--- config.mk ---
export PLATFORM = sky130hd
export DESIGN_NAME = uart_loader_flat
export DESIGN_NICKNAME = d
export VERILOG_FILES = /design/src/rtl/uart_loader_pkg.sv /design/src/rtl/uart_loader_if.sv /design/src/rtl/uart_loader_timer.sv /design/src/rtl/uart_loader.sv /design/src/flat_wrapper.sv
export SDC_FILE = /design/constraint.sdc
export NUM_CORES = 1
export LEC_CHECK = 0
export BUFFER_PORTS_ARGS = -buffer_cell sky130_fd_sc_hd__buf_2
export CORE_AREA = 3 3 96 98
export CTS_CLUSTER_SIZE = 14
export DETAILED_ROUTE_END_ITERATION = 7
export DIE_AREA = 0 0 99 101
export PLACE_DENSITY = 0.86
export SYNTH_ARGS = -nofsm -noshare
export SYNTH_HDL_FRONTEND = slang
export SYNTH_SLANG_ARGS = --single-unit
--- constraint.sdc ---
create_clock -name clk -period 6.15 [get_ports clk]
set_clock_uncertainty 0.1 [all_clocks]
set_input_delay 0 -clock clk [delete_from_list [all_inputs] [get_ports clk]]
set_output_delay 0 -clock clk [all_outputs]
set_load 0.005 [all_outputs]
--- src/rtl/uart_loader_pkg.sv ---
// Shared types and constants for the UART program loader.
// Optional inter-byte timeout is enabled with UART_LOADER_TIMEOUT_EN.
package uart_loader_pkg;

  typedef enum logic [2:0] {
    IDLE,
    CNT_LO,
    CNT_HI,
    DATA,
    CHECK
  } state_e;

  localparam logic [7:0] SYNC_BYTE = 8'hA5;

  localparam logic [1:0] ERR_NONE    = 2'b00;
  localparam logic [1:0] ERR_CSUM    = 2'b01;
  localparam logic [1:0] ERR_LEN     = 2'b10;
  localparam logic [1:0] ERR_TIMEOUT = 2'b11;

endpackage

--- src/rtl/uart_loader_if.sv ---
// Byte-stream input and memory write port of the UART program loader.
// The loader side uses the master modport; the receiver/memory side uses slave.
interface uart_loader_if #(
  parameter int AW = 10
);
  logic [7:0]    rx_data;
  logic          rx_done_tick;
  logic          mem_we;
  logic [AW-1:0] mem_addr;
  logic [31:0]   mem_wdata;

  modport master (
    input  rx_data, rx_done_tick,
    output mem_we, mem_addr, mem_wdata
  );

  modport slave (
    output rx_data, rx_done_tick,
    input  mem_we, mem_addr, mem_wdata
  );
endinterface

--- src/rtl/uart_loader_timer.sv ---
// Inter-byte idle counter for the UART loader; only instantiated when
// UART_LOADER_TIMEOUT_EN is defined.
module uart_loader_timer #(
  parameter int unsigned CYCLES = 1000000
) (
  input  logic clk,
  input  logic reset,
  input  logic enable,
  input  logic clear,
  output logic expire
);
  localparam int CW = (CYCLES > 2) ? $clog2(CYCLES) : 1;

  logic [CW-1:0] count_q, count_d;

  always_comb begin
    count_d = count_q + CW'(1);
    if (clear || !enable) begin
      count_d = '0;
    end
  end

  always_ff @(posedge clk) begin
    if (reset) begin
      count_q <= '0;
    end else begin
      count_q <= count_d;
    end
  end

  assign expire = enable && (count_q == CW'(CYCLES - 1));

endmodule

--- src/rtl/uart_loader.sv ---
// Framed UART program loader: SYNC, CNT_LO, CNT_HI, CNT*4 payload bytes, CHK.
// Define UART_LOADER_TIMEOUT_EN to abort frames that stall between bytes.
module uart_loader
  import uart_loader_pkg::*;
#(
  parameter int AW             = 10,
  parameter int BASE_ADDR      = 0,
  parameter int MAX_WORDS      = 1024,
  parameter int TIMEOUT_CYCLES = 1000000
) (
  input  logic           clk,
  input  logic           reset,
  uart_loader_if.master  bus,
  output logic           busy,
  output logic           cpu_hold,
  output logic           load_done,
  output logic           load_err,
  output logic [1:0]     err_code
);

  localparam logic [16:0] MAX_CNT = 17'(MAX_WORDS);

  if (MAX_WORDS > (2 ** AW) - BASE_ADDR) begin : g_bad_max_words
    $error("uart_loader: MAX_WORDS does not fit in the address space");
  end
  if (TIMEOUT_CYCLES < 2) begin : g_bad_timeout
    $error("uart_loader: TIMEOUT_CYCLES must be at least 2");
  end

  state_e        state_q, state_d;
  logic [15:0]   cnt_q, cnt_d;
  logic [15:0]   word_idx_q, word_idx_d;
  logic [1:0]    byte_idx_q, byte_idx_d;
  logic [7:0]    sum_q, sum_d;
  logic [23:0]   word_q, word_d;
  logic          mem_we_q, mem_we_d;
  logic [AW-1:0] mem_addr_q, mem_addr_d;
  logic [31:0]   mem_wdata_q, mem_wdata_d;
  logic          load_done_q, load_done_d;
  logic          load_err_q, load_err_d;
  logic [1:0]    err_code_q, err_code_d;

`ifdef UART_LOADER_TIMEOUT_EN
  logic timeout_hit;

  uart_loader_timer #(
    .CYCLES(TIMEOUT_CYCLES)
  ) u_timer (
    .clk   (clk),
    .reset (reset),
    .enable(state_q != IDLE),
    .clear (bus.rx_done_tick),
    .expire(timeout_hit)
  );
`endif

  always_comb begin
    state_d     = state_q;
    cnt_d       = cnt_q;
    word_idx_d  = word_idx_q;
    byte_idx_d  = byte_idx_q;
    sum_d       = sum_q;
    word_d      = word_q;
    mem_we_d    = 1'b0;
    mem_addr_d  = mem_addr_q;
    mem_wdata_d = mem_wdata_q;
    load_done_d = 1'b0;
    load_err_d  = 1'b0;
    err_code_d  = err_code_q;

    if (bus.rx_done_tick) begin
      case (state_q)
        IDLE: begin
          if (bus.rx_data == SYNC_BYTE) begin
            state_d    = CNT_LO;
            err_code_d = ERR_NONE;
            word_idx_d = '0;
            byte_idx_d = '0;
            sum_d      = '0;
          end
        end
        CNT_LO: begin
          cnt_d   = {8'h00, bus.rx_data};
          state_d = CNT_HI;
        end
        CNT_HI: begin
          cnt_d = {bus.rx_data, cnt_q[7:0]};
          if ({1'b0, cnt_d} > MAX_CNT) begin
            load_err_d = 1'b1;
            err_code_d = ERR_LEN;
            state_d    = IDLE;
          end else if (cnt_d == 16'd0) begin
            state_d = CHECK;
          end else begin
            state_d = DATA;
          end
        end
        DATA: begin
          sum_d      = sum_q + bus.rx_data;
          byte_idx_d = byte_idx_q + 2'd1;
          case (byte_idx_q)
            2'd0: word_d[7:0]   = bus.rx_data;
            2'd1: word_d[15:8]  = bus.rx_data;
            2'd2: word_d[23:16] = bus.rx_data;
            default: begin
              // Last lane goes straight to the write data; no need to store it.
              mem_we_d    = 1'b1;
              mem_addr_d  = AW'(BASE_ADDR) + AW'(word_idx_q);
              mem_wdata_d = {bus.rx_data, word_q};
              word_idx_d  = word_idx_q + 16'd1;
              if (word_idx_d == cnt_q) begin
                state_d = CHECK;
              end
            end
          endcase
        end
        CHECK: begin
          if (bus.rx_data == sum_q) begin
            load_done_d = 1'b1;
            err_code_d  = ERR_NONE;
          end else begin
            load_err_d = 1'b1;
            err_code_d = ERR_CSUM;
          end
          state_d = IDLE;
        end
        default: state_d = IDLE;
      endcase
    end
`ifdef UART_LOADER_TIMEOUT_EN
    else if (timeout_hit) begin
      load_err_d = 1'b1;
      err_code_d = ERR_TIMEOUT;
      state_d    = IDLE;
    end
`endif
  end

  always_ff @(posedge clk) begin
    if (reset) begin
      state_q     <= IDLE;
      cnt_q       <= '0;
      word_idx_q  <= '0;
      byte_idx_q  <= '0;
      sum_q       <= '0;
      word_q      <= '0;
      mem_we_q    <= 1'b0;
      mem_addr_q  <= '0;
      mem_wdata_q <= '0;
      load_done_q <= 1'b0;
      load_err_q  <= 1'b0;
      err_code_q  <= ERR_NONE;
    end else begin
      state_q     <= state_d;
      cnt_q       <= cnt_d;
      word_idx_q  <= word_idx_d;
      byte_idx_q  <= byte_idx_d;
      sum_q       <= sum_d;
      word_q      <= word_d;
      mem_we_q    <= mem_we_d;
      mem_addr_q  <= mem_addr_d;
      mem_wdata_q <= mem_wdata_d;
      load_done_q <= load_done_d;
      load_err_q  <= load_err_d;
      err_code_q  <= err_code_d;
    end
  end

  assign bus.mem_we    = mem_we_q;
  assign bus.mem_addr  = mem_addr_q;
  assign bus.mem_wdata = mem_wdata_q;
  assign busy          = (state_q != IDLE);
  assign cpu_hold      = busy;
  assign load_done     = load_done_q;
  assign load_err      = load_err_q;
  assign err_code      = err_code_q;

endmodule

--- src/flat_wrapper.sv ---
// flat-port wrapper written by rule: the top's interface ports become plain ports
module uart_loader_flat import uart_loader_pkg::*;
#(
  parameter int AW             = 10,
  parameter int BASE_ADDR      = 0,
  parameter int MAX_WORDS      = 1024,
  parameter int TIMEOUT_CYCLES = 1000000
)
  (clk, reset, busy, cpu_hold, load_done, load_err, err_code, bus_rx_data, bus_rx_done_tick, bus_mem_we, bus_mem_addr, bus_mem_wdata);
  uart_loader_if #(.AW(AW)) bus_i ();
  input  logic clk;
  input  logic reset;
  output logic busy;
  output logic cpu_hold;
  output logic load_done;
  output logic load_err;
  output logic [1:0] err_code;
  input wire logic [$bits(bus_i.rx_data)-1:0] bus_rx_data;
  input wire logic [$bits(bus_i.rx_done_tick)-1:0] bus_rx_done_tick;
  output wire logic [$bits(bus_i.mem_we)-1:0] bus_mem_we;
  output wire logic [$bits(bus_i.mem_addr)-1:0] bus_mem_addr;
  output wire logic [$bits(bus_i.mem_wdata)-1:0] bus_mem_wdata;
  assign bus_i.rx_data = bus_rx_data;
  assign bus_i.rx_done_tick = bus_rx_done_tick;
  assign bus_mem_we = bus_i.mem_we;
  assign bus_mem_addr = bus_i.mem_addr;
  assign bus_mem_wdata = bus_i.mem_wdata;
  uart_loader #(.AW(AW), .BASE_ADDR(BASE_ADDR), .MAX_WORDS(MAX_WORDS), .TIMEOUT_CYCLES(TIMEOUT_CYCLES)) u_core (.clk(clk), .reset(reset), .bus(bus_i), .busy(busy), .cpu_hold(cpu_hold), .load_done(load_done), .load_err(load_err), .err_code(err_code));
endmodule
==> metrics.cfg, run 1 <==
[status]
status = completed

[sta]
hold_viol_final = 0
setup_viol_count_final = 0
rsz0062_at_grt = false
tightest_slew_ns = 1.13
fin_crit_sh = 0.496
fin_tns_setup_ns = 0
hold_slack_ns = 0.0592
period_minus_slack_ns = 3.05
relSlewSlack = 0.246
slew_violations = 0
max_freq_ghz = 0.328

[synth]
synth-seq-cells = 116
synth_area_leaders = dfxtp_1 (44%), nand2_1 (11%), a21oi_1 (10%)
ys_warn_count = 0
synth_top_cell_area_share = 0.442
syn_area_per_cell_um2 = 7.86
synth_area_um2 = 5250
ys_types = 44
synthesis.instances = 668
yosysTopAreaCell = dfxtp_1
syn-num-nets = 692
ys_seq_area_frac = 0.442

[clocking]
clkLatencyLatePin_ns = 0.52
cts_buffer_depth = 2
cts_inserted_buffers = 17
cts_setup_buffers = 0
cts_tree = yes
clock-root-buffer = clkbuf_8
htreeDepth = 4
cts_sinks = 116
clk_pin_slew_ns = 0.06

[final_layout]
layout_commonest_cell = nand2_1
nets = 739
final_cell_mix = nand2_1 (153), dfxtp_1 (116), a21oi_1 (108)
fin_cells = 835
diodes = 0
drive_gt1_frac = 0.138
design_area_um2 = 6230
multi_input_area_um2 = 2680
num-fill-cells = 637
area_delta_synth_final_pct = 18.7
register_area_um2 = 2320

[placement]
hpwl_um = 7940
dp_cells = 788
gp_congestion = 0.881
dpl_cell_area_um2 = 5470
portBuffers = 59

[detailed_routing]
viasPerCell = 5.91
vias = 4939
post-route-drc-count = 0
dr.pass1.iters = 5
drt_iter0_drc = 467
wl_per_cell_um = 15.8
finalWirelength_um = 13200
ant_nets = 0

[hold_path]
hp-class = input pin to register
min-delay-start = reset
holdPathEnd = u_core.err_code[0]
hold_path_depth = 2

[grt]
grt_use_total = 0.269
grt_max_degree = 116
grt_first_pass_wirelength_um = 21600
grt_overflow = 0
grt_pass1_vias = 4707
grt_antenna_before_repair = 0

[setup_path]
end_kind = register
cp_max_fo = 41
reg2reg_slack_ns = 3.10
r2r_end = u_core.word_idx_q[6]
crit_arrival_ns = 3.40
reg2reg_from = u_core.state_q[0]
start_kind = register
path_class = register to register
reg2reg_depth = 8
critPathRequiredTime_ns = 6.50

[pwr]
combPwrFrac = 0.115
peakVddDrop_v = 0.000188
power_density_nw_per_um2 = 326
seqPwrFrac = 0.397
internal_power_uw = 1500
power_uw = 2030
power.leakage_uw = 0.00240
p_clk_frac = 0.487
swShare = 0.262
netSwitchingPower_uw = 533

[die]
die_x_um = 99
fp-row-count = 34
die_h_um = 101
die-area_um2 = 10000
ios = 60
start_util = 0.614
coreArea_um2 = 8550

[run]
maxCapViolations = 0

[critical path, cell delays in order (launching register included)]
cell and delay (ns):
dfxtp_1 0.43, nor2b_1 0.30, and3_1 0.20, buf_4 0.37
and2_1 0.80, buf_4 0.44, a21o_1 0.16, a21oi_1 0.06
nor2_1 0.09
[layout make-up]
cell class	instances	area share
timing repair buffer	77	0.0759
multi-input combinational	498	0.430
sequential	116	0.373
clock inverter	13	0.0277
inverter	5	0.00301
tap	108	0.0217
clock buffer	18	0.0687
[power by group through the flow]
stage          sequential, uW  clock [uW]  combinational, uW
2_1_floorplan             811           0                185
3_3_place_gp              819           0                210
3_5_place_dp              822           0                220
4_1_cts                   806         997                230
5_1_grt                   811        1030                256
6_report                  808         991                235
[cells by family (layout without fill, tap and decap cells)]
kind of cell / after synthesis / count (layout) / synth area share
AO/OA/AOI/OAI: 153 / 153 / 0.162
XOR/XNOR: 34 / 34 / 0.0567
adder cells (fa/ha/maj): 13 / 13 / 0.0324
buffers and inverters: 54 / 113 / 0.0470
flip-flops: 116 / 116 / 0.442
multiplexers: 6 / 6 / 0.0117
AND/OR/NAND/NOR: 292 / 292 / 0.248
[synth_stat cells (all sizes together)]
cell and number:
nand2 154, dfxtp 116, a21oi 108, nand3 45, nor2 44, clkbuf 37
xnor2 25, o21ai 17, nor3 13, buf 12, ha 12, a22oi 9
xor2 9, a21o 8, nor4 7, nand3b 6, and3 5, inv 5
mux2i 5, nand4 4, or3 4, nand2b 3, nor2b 3, and2 2
o22ai 2, o31a 2, a211oi 1, a22o 1, and4 1, fa 1
mux2 1, o211a 1, o211ai 1, o221a 1, o31ai 1, o41ai 1
or4 1
[worst max-delay path by stage]
stage / to / startpoint / slack, ns / cells past startpoint
floorplan: u_core.state_q[0] / u_core.word_idx_q[5] / 3.78 / 8
global placement: u_core.word_idx_q[6] / u_core.state_q[0] / 3.31 / 8
detailed placement: u_core.word_idx_q[6] / u_core.state_q[0] / 3.21 / 8
CTS: u_core.word_idx_q[6] / u_core.state_q[0] / 3.15 / 8
global route: u_core.word_idx_q[11] / u_core.state_q[0] / 2.80 / 7
finish: u_core.word_idx_q[6] / u_core.state_q[0] / 3.10 / 8
[stage by stage]
| step | utilization | setup slack (ns) |
|---|---|---|
| finish | 0.729 | 3.10 |
| global route | 0.729 | 2.80 |
| CTS | 0.729 | 3.15 |
| detailed placement | 0.640 | 3.21 |
| global placement | 0.640 | 3.31 |
| floorplan | - | 3.78 |
[sequential cells by signal, indices dropped and copies added, names as in the netlist]
| name | cells |
|---|---|
| u_core.bus.mem_addr | 10 |
| u_core.bus.mem_wdata | 32 |
| u_core.bus.mem_we | 1 |
| u_core.byte_idx_q | 2 |
| u_core.cnt_q | 16 |
| u_core.err_code | 2 |
| u_core.load_done | 1 |
| u_core.load_err | 1 |
| u_core.state_q | 3 |
| u_core.sum_q | 8 |
| u_core.word_idx_q | 16 |
| u_core.word_q | 24 |
[metal layers]
layer	part of all wire	global-route usage	wire length, um	vias up
met5	0	0	0	-
met4	0.019	0.101	249	0
met3	0.072	0.0699	952	32
met2	0.50	0.463	6600	218
met1	0.41	0.322	5390	2324
li1	-	-	-	2365
[timing repair]
| item | in CTS | in global routing |
|---|---|---|
| hold buffers | 16 | 0 |
| endpoints found under the setup margin | 0 | 0 |
| resized for setup | 0 | 0 |
| endpoints found under the hold margin | 50 | 0 |
No activity file was read; power rests on OpenSTA's default activity.
==> run 2: changes to the inputs <==
--- a/config.mk
+++ b/config.mk
@@ -5,12 +5,13 @@
 export SDC_FILE = /design/constraint.sdc
 export NUM_CORES = 1
 export LEC_CHECK = 0
+export ABC_AREA = 1
 export BUFFER_PORTS_ARGS = -buffer_cell sky130_fd_sc_hd__buf_2
-export CORE_AREA = 3 3 96 98
+export CORE_AREA = 3 3 101 103
 export CTS_CLUSTER_SIZE = 14
 export DETAILED_ROUTE_END_ITERATION = 7
-export DIE_AREA = 0 0 99 101
-export PLACE_DENSITY = 0.86
+export DIE_AREA = 0 0 104 106
+export PLACE_DENSITY = 0.8
 export SYNTH_ARGS = -nofsm -noshare
 export SYNTH_HDL_FRONTEND = slang
 export SYNTH_SLANG_ARGS = --single-unit
==> constraint.sdc (replaced) <==
create_clock -name clk -period 3.12 [get_ports clk]
set_clock_uncertainty 0.1 [all_clocks]
set_input_delay 0 -clock clk [delete_from_list [all_inputs] [get_ports clk]]
set_output_delay 0 -clock clk [all_outputs]
set_load 0.005 [all_outputs]
==> run 2 against run 1 <==
Net effect:
- critical path depth fell by 1
- sequential power rose by 100%
- via count rose by 5.9%
- worst hold slack improved by 0.26 ns
- die area rose by 10%
- largest power group unchanged
==> metrics.cfg, run 2 <==
[sta]
fin_tns_setup_ns = 0  ; unchanged
max_freq_ghz = 0.387  ; +18%
period_minus_slack_ns = 2.58  ; -0.467 ns
setup_viol_count_final = 0  ; unchanged
hold_viol_final = 0  ; unchanged
slew_violations = 0  ; unchanged
fin_crit_sh = 0.828  ; +0.332
relSlewSlack = 0.474  ; +0.228
tightest_slew_ns = 0.789  ; -0.342 ns
rsz0062_at_grt = false
fin_ws_ns = 0.536  ; -2.56 ns

[final_layout]
nets = 831  ; +12%
largest_reg_flops = 32  ; unchanged
num-fill-cells = 769  ; +21%
layout_commonest_cell = nand2_1
area_delta_synth_final_pct = 19.6
drive_gt1_frac = 0.161  ; +0.0234
diodes = 0  ; unchanged
final_cell_mix = nand2_1 (127), nor2_1 (122), dfxtp_1 (116)
design_area_um2 = 6420  ; +3.0%

[grt]
grt_max_degree = 52  ; -55%
grt_overflow = 0  ; unchanged
grt_antenna_before_repair = 0  ; unchanged
grt_pass1_vias = 4872  ; +3.5%
use_met3 = 0.0559  ; -0.0140
top_usage_layer = met2
grt_first_pass_wirelength_um = 22900  ; +5.9%
use_met2 = 0.422  ; -0.0413
grt_use_total = 0.255  ; -0.0140
met1_usage = 0.318  ; -0.00456

[synth]
synth_common_cells = nand2_1 (127), nor2_1 (122), dfxtp_1 (116), o21ai_0 (72), a21oi_1 (65)
synth-seq-cells = 116  ; unchanged
yosysTopAreaCell = dfxtp_1
synth_area_um2 = 5370  ; +2.2%
synth_top_cell_area_share = 0.433  ; -0.00960
syn_area_per_cell_um2 = 7.21  ; -8.2%
ys_types = 41  ; -6.8%
synth_area_leaders = dfxtp_1 (43%), nand2_1 (8.9%), nor2_1 (8.5%)
async_flop_share = 0  ; unchanged
ys_seq_area_frac = 0.433  ; -0.00960
synth_flop_cell = dfxtp_1
synth.most_common_cell = nand2_1
synth_edf_count = 0  ; unchanged
synthesis.instances = 744  ; +11%
ys_warn_count = 0  ; unchanged
syn-num-nets = 768  ; +11%

[clocking]
cts_buffer_depth = 2  ; unchanged
ctsResizeCount = 0  ; unchanged
clk_pin_slew_ns = 0.06  ; about the same
clkLatencyLatePin_ns = 0.52  ; about the same
htreeDepth = 4  ; unchanged
cts_setup_buffers = 0  ; unchanged
clock-root-buffer = clkbuf_8
hold_buffers = 13  ; -3
cts_tree = yes
cts_inserted_buffers = 17  ; unchanged
cts_sinks = 116  ; unchanged

[run]
maxCapViolations = 0  ; unchanged

[setup_path]
path_class = register to register
reg2reg_depth = 7  ; -1
start_kind = register
crit_path_end = u_core.cnt_q[12]
reg2reg_from = u_core.state_q[2]
critPathRequiredTime_ns = 3.48  ; -3.02 ns
r2r_end = u_core.cnt_q[12]
end_kind = register
crit_arrival_ns = 2.94  ; -0.46 ns
startpoint = u_core.state_q[2]
reg2reg_slack_ns = 0.54  ; -2.56 ns
cp_max_fo = 11  ; -73%

[pwr]
peakVddDrop_v = 0.000528  ; +180%
power.leakage_uw = 0.00288  ; +20%
power_density_nw_per_um2 = 674  ; +110%

[status]
status = completed

[die]
start_util = 0.578  ; -0.0359
die_h_um = 106  ; +5.0%
die_x_um = 104  ; +5.1%
die-area_um2 = 11000  ; +10%
fp-row-count = 35  ; +2.9%
coreArea_um2 = 9280  ; +8.6%
ios = 60  ; unchanged

[detailed_routing]
ant_nets = 0  ; unchanged
wl_per_cell_um = 14.5  ; -7.9%
finalWirelength_um = 13800  ; +4.6%
vias = 5229  ; +5.9%
drt_iter0_drc = 371  ; -21%
viasPerCell = 5.51  ; -6.8%
post-route-drc-count = 0  ; unchanged
dr.pass1.iters = 6  ; +1

[hold_path]
hp-class = input pin to register

[placement]
gp_congestion = 0.924  ; +4.9%
dpl_cell_area_um2 = 5700  ; +4.3%
portBuffers = 59  ; unchanged
place_ws_ns = 0.909  ; -2.30 ns
hpwl_um = 9070  ; +14%

run 2: how the worst min path moves through the flow:
stage | startpoint | endpoint | slack [ns] | depth (start not counted)
finish | bus_rx_data[5] | u_core.bus.mem_wdata[29] | 0.32 | 4
global route | bus_rx_data[0] | u_core.cnt_q[0] | 0.34 | 4
CTS | bus_rx_data[6] | u_core.bus.mem_wdata[30] | 0.31 | 4
detailed placement | bus_rx_done_tick | u_core.load_done | 0.28 | 3
global placement | bus_rx_data[3] | u_core.cnt_q[3] | 0.26 | 3
floorplan | bus_rx_data[2] | u_core.bus.mem_wdata[26] | 0.03 | 2
run 2: area by class of cell:
| cell class | count | area (um^2) | area share |
|---|---|---|---|
| clock buffers | 17 | 414 | 0.0645 |
| clock inverters | 15 | 170 | 0.0265 |
| well taps | 129 | 161 | 0.0251 |
| inverters | 69 | 259 | 0.0404 |
| repair buffers | 77 | 463 | 0.0721 |
| flip-flops and latches | 116 | 2320 | 0.362 |
| multi-input cells | 526 | 2630 | 0.410 |
run 2: cell families (layout without fill, tap and decap cells):
group | count (synthesis) | after routing | share of synthesized area
and+or+nand+nor | 343 | 343 | 0.280
AOI/OAI and AO/OA | 161 | 161 | 0.161
DFF | 116 | 116 | 0.433
buffers and inverters | 102 | 178 | 0.0772
adders and majority gates | 13 | 13 | 0.0317
xor gates and xnor gates | 9 | 9 | 0.0175
run 2: through the flow:
| step | hold slack, ns | utilization | power (uW) | instances |
|---|---|---|---|---|
| 2_1_floorplan | 0.0349 | - | 2210 | 744 |
| 3_3_place_gp | 0.260 | 0.614 | 2370 | 904 |
| 3_5_place_dp | 0.277 | 0.614 | 2400 | 904 |
| 4_1_cts | 0.305 | 0.691 | 4320 | 949 |
| 5_1_grt | 0.338 | 0.691 | 4510 | 949 |
| 6_report | 0.322 | 0.691 | 4330 | 949 |
run 2: worst max-delay path, cell delays in order (launching register included):
cell and delay, ns:
dfxtp_1 0.51, nor2_1 0.09, nand2_1 0.32, clkinv_1 0.29, nand2_1 0.36, nand3_1 0.13
a21oi_1 0.17, dlygate4sd3_1 0.57
run 2: power by group:
part	switching [uW]	internal (uW)
Combinational	524	251
Clock	757	1160
Sequential	71.4	1570
Total	1350	2980
run 2: routing by layer:
layer,routed length [um],vias up
li1,-,2575
met1,5900,2433
met2,6750,196
met3,873,25
met4,270,0
met5,0,-
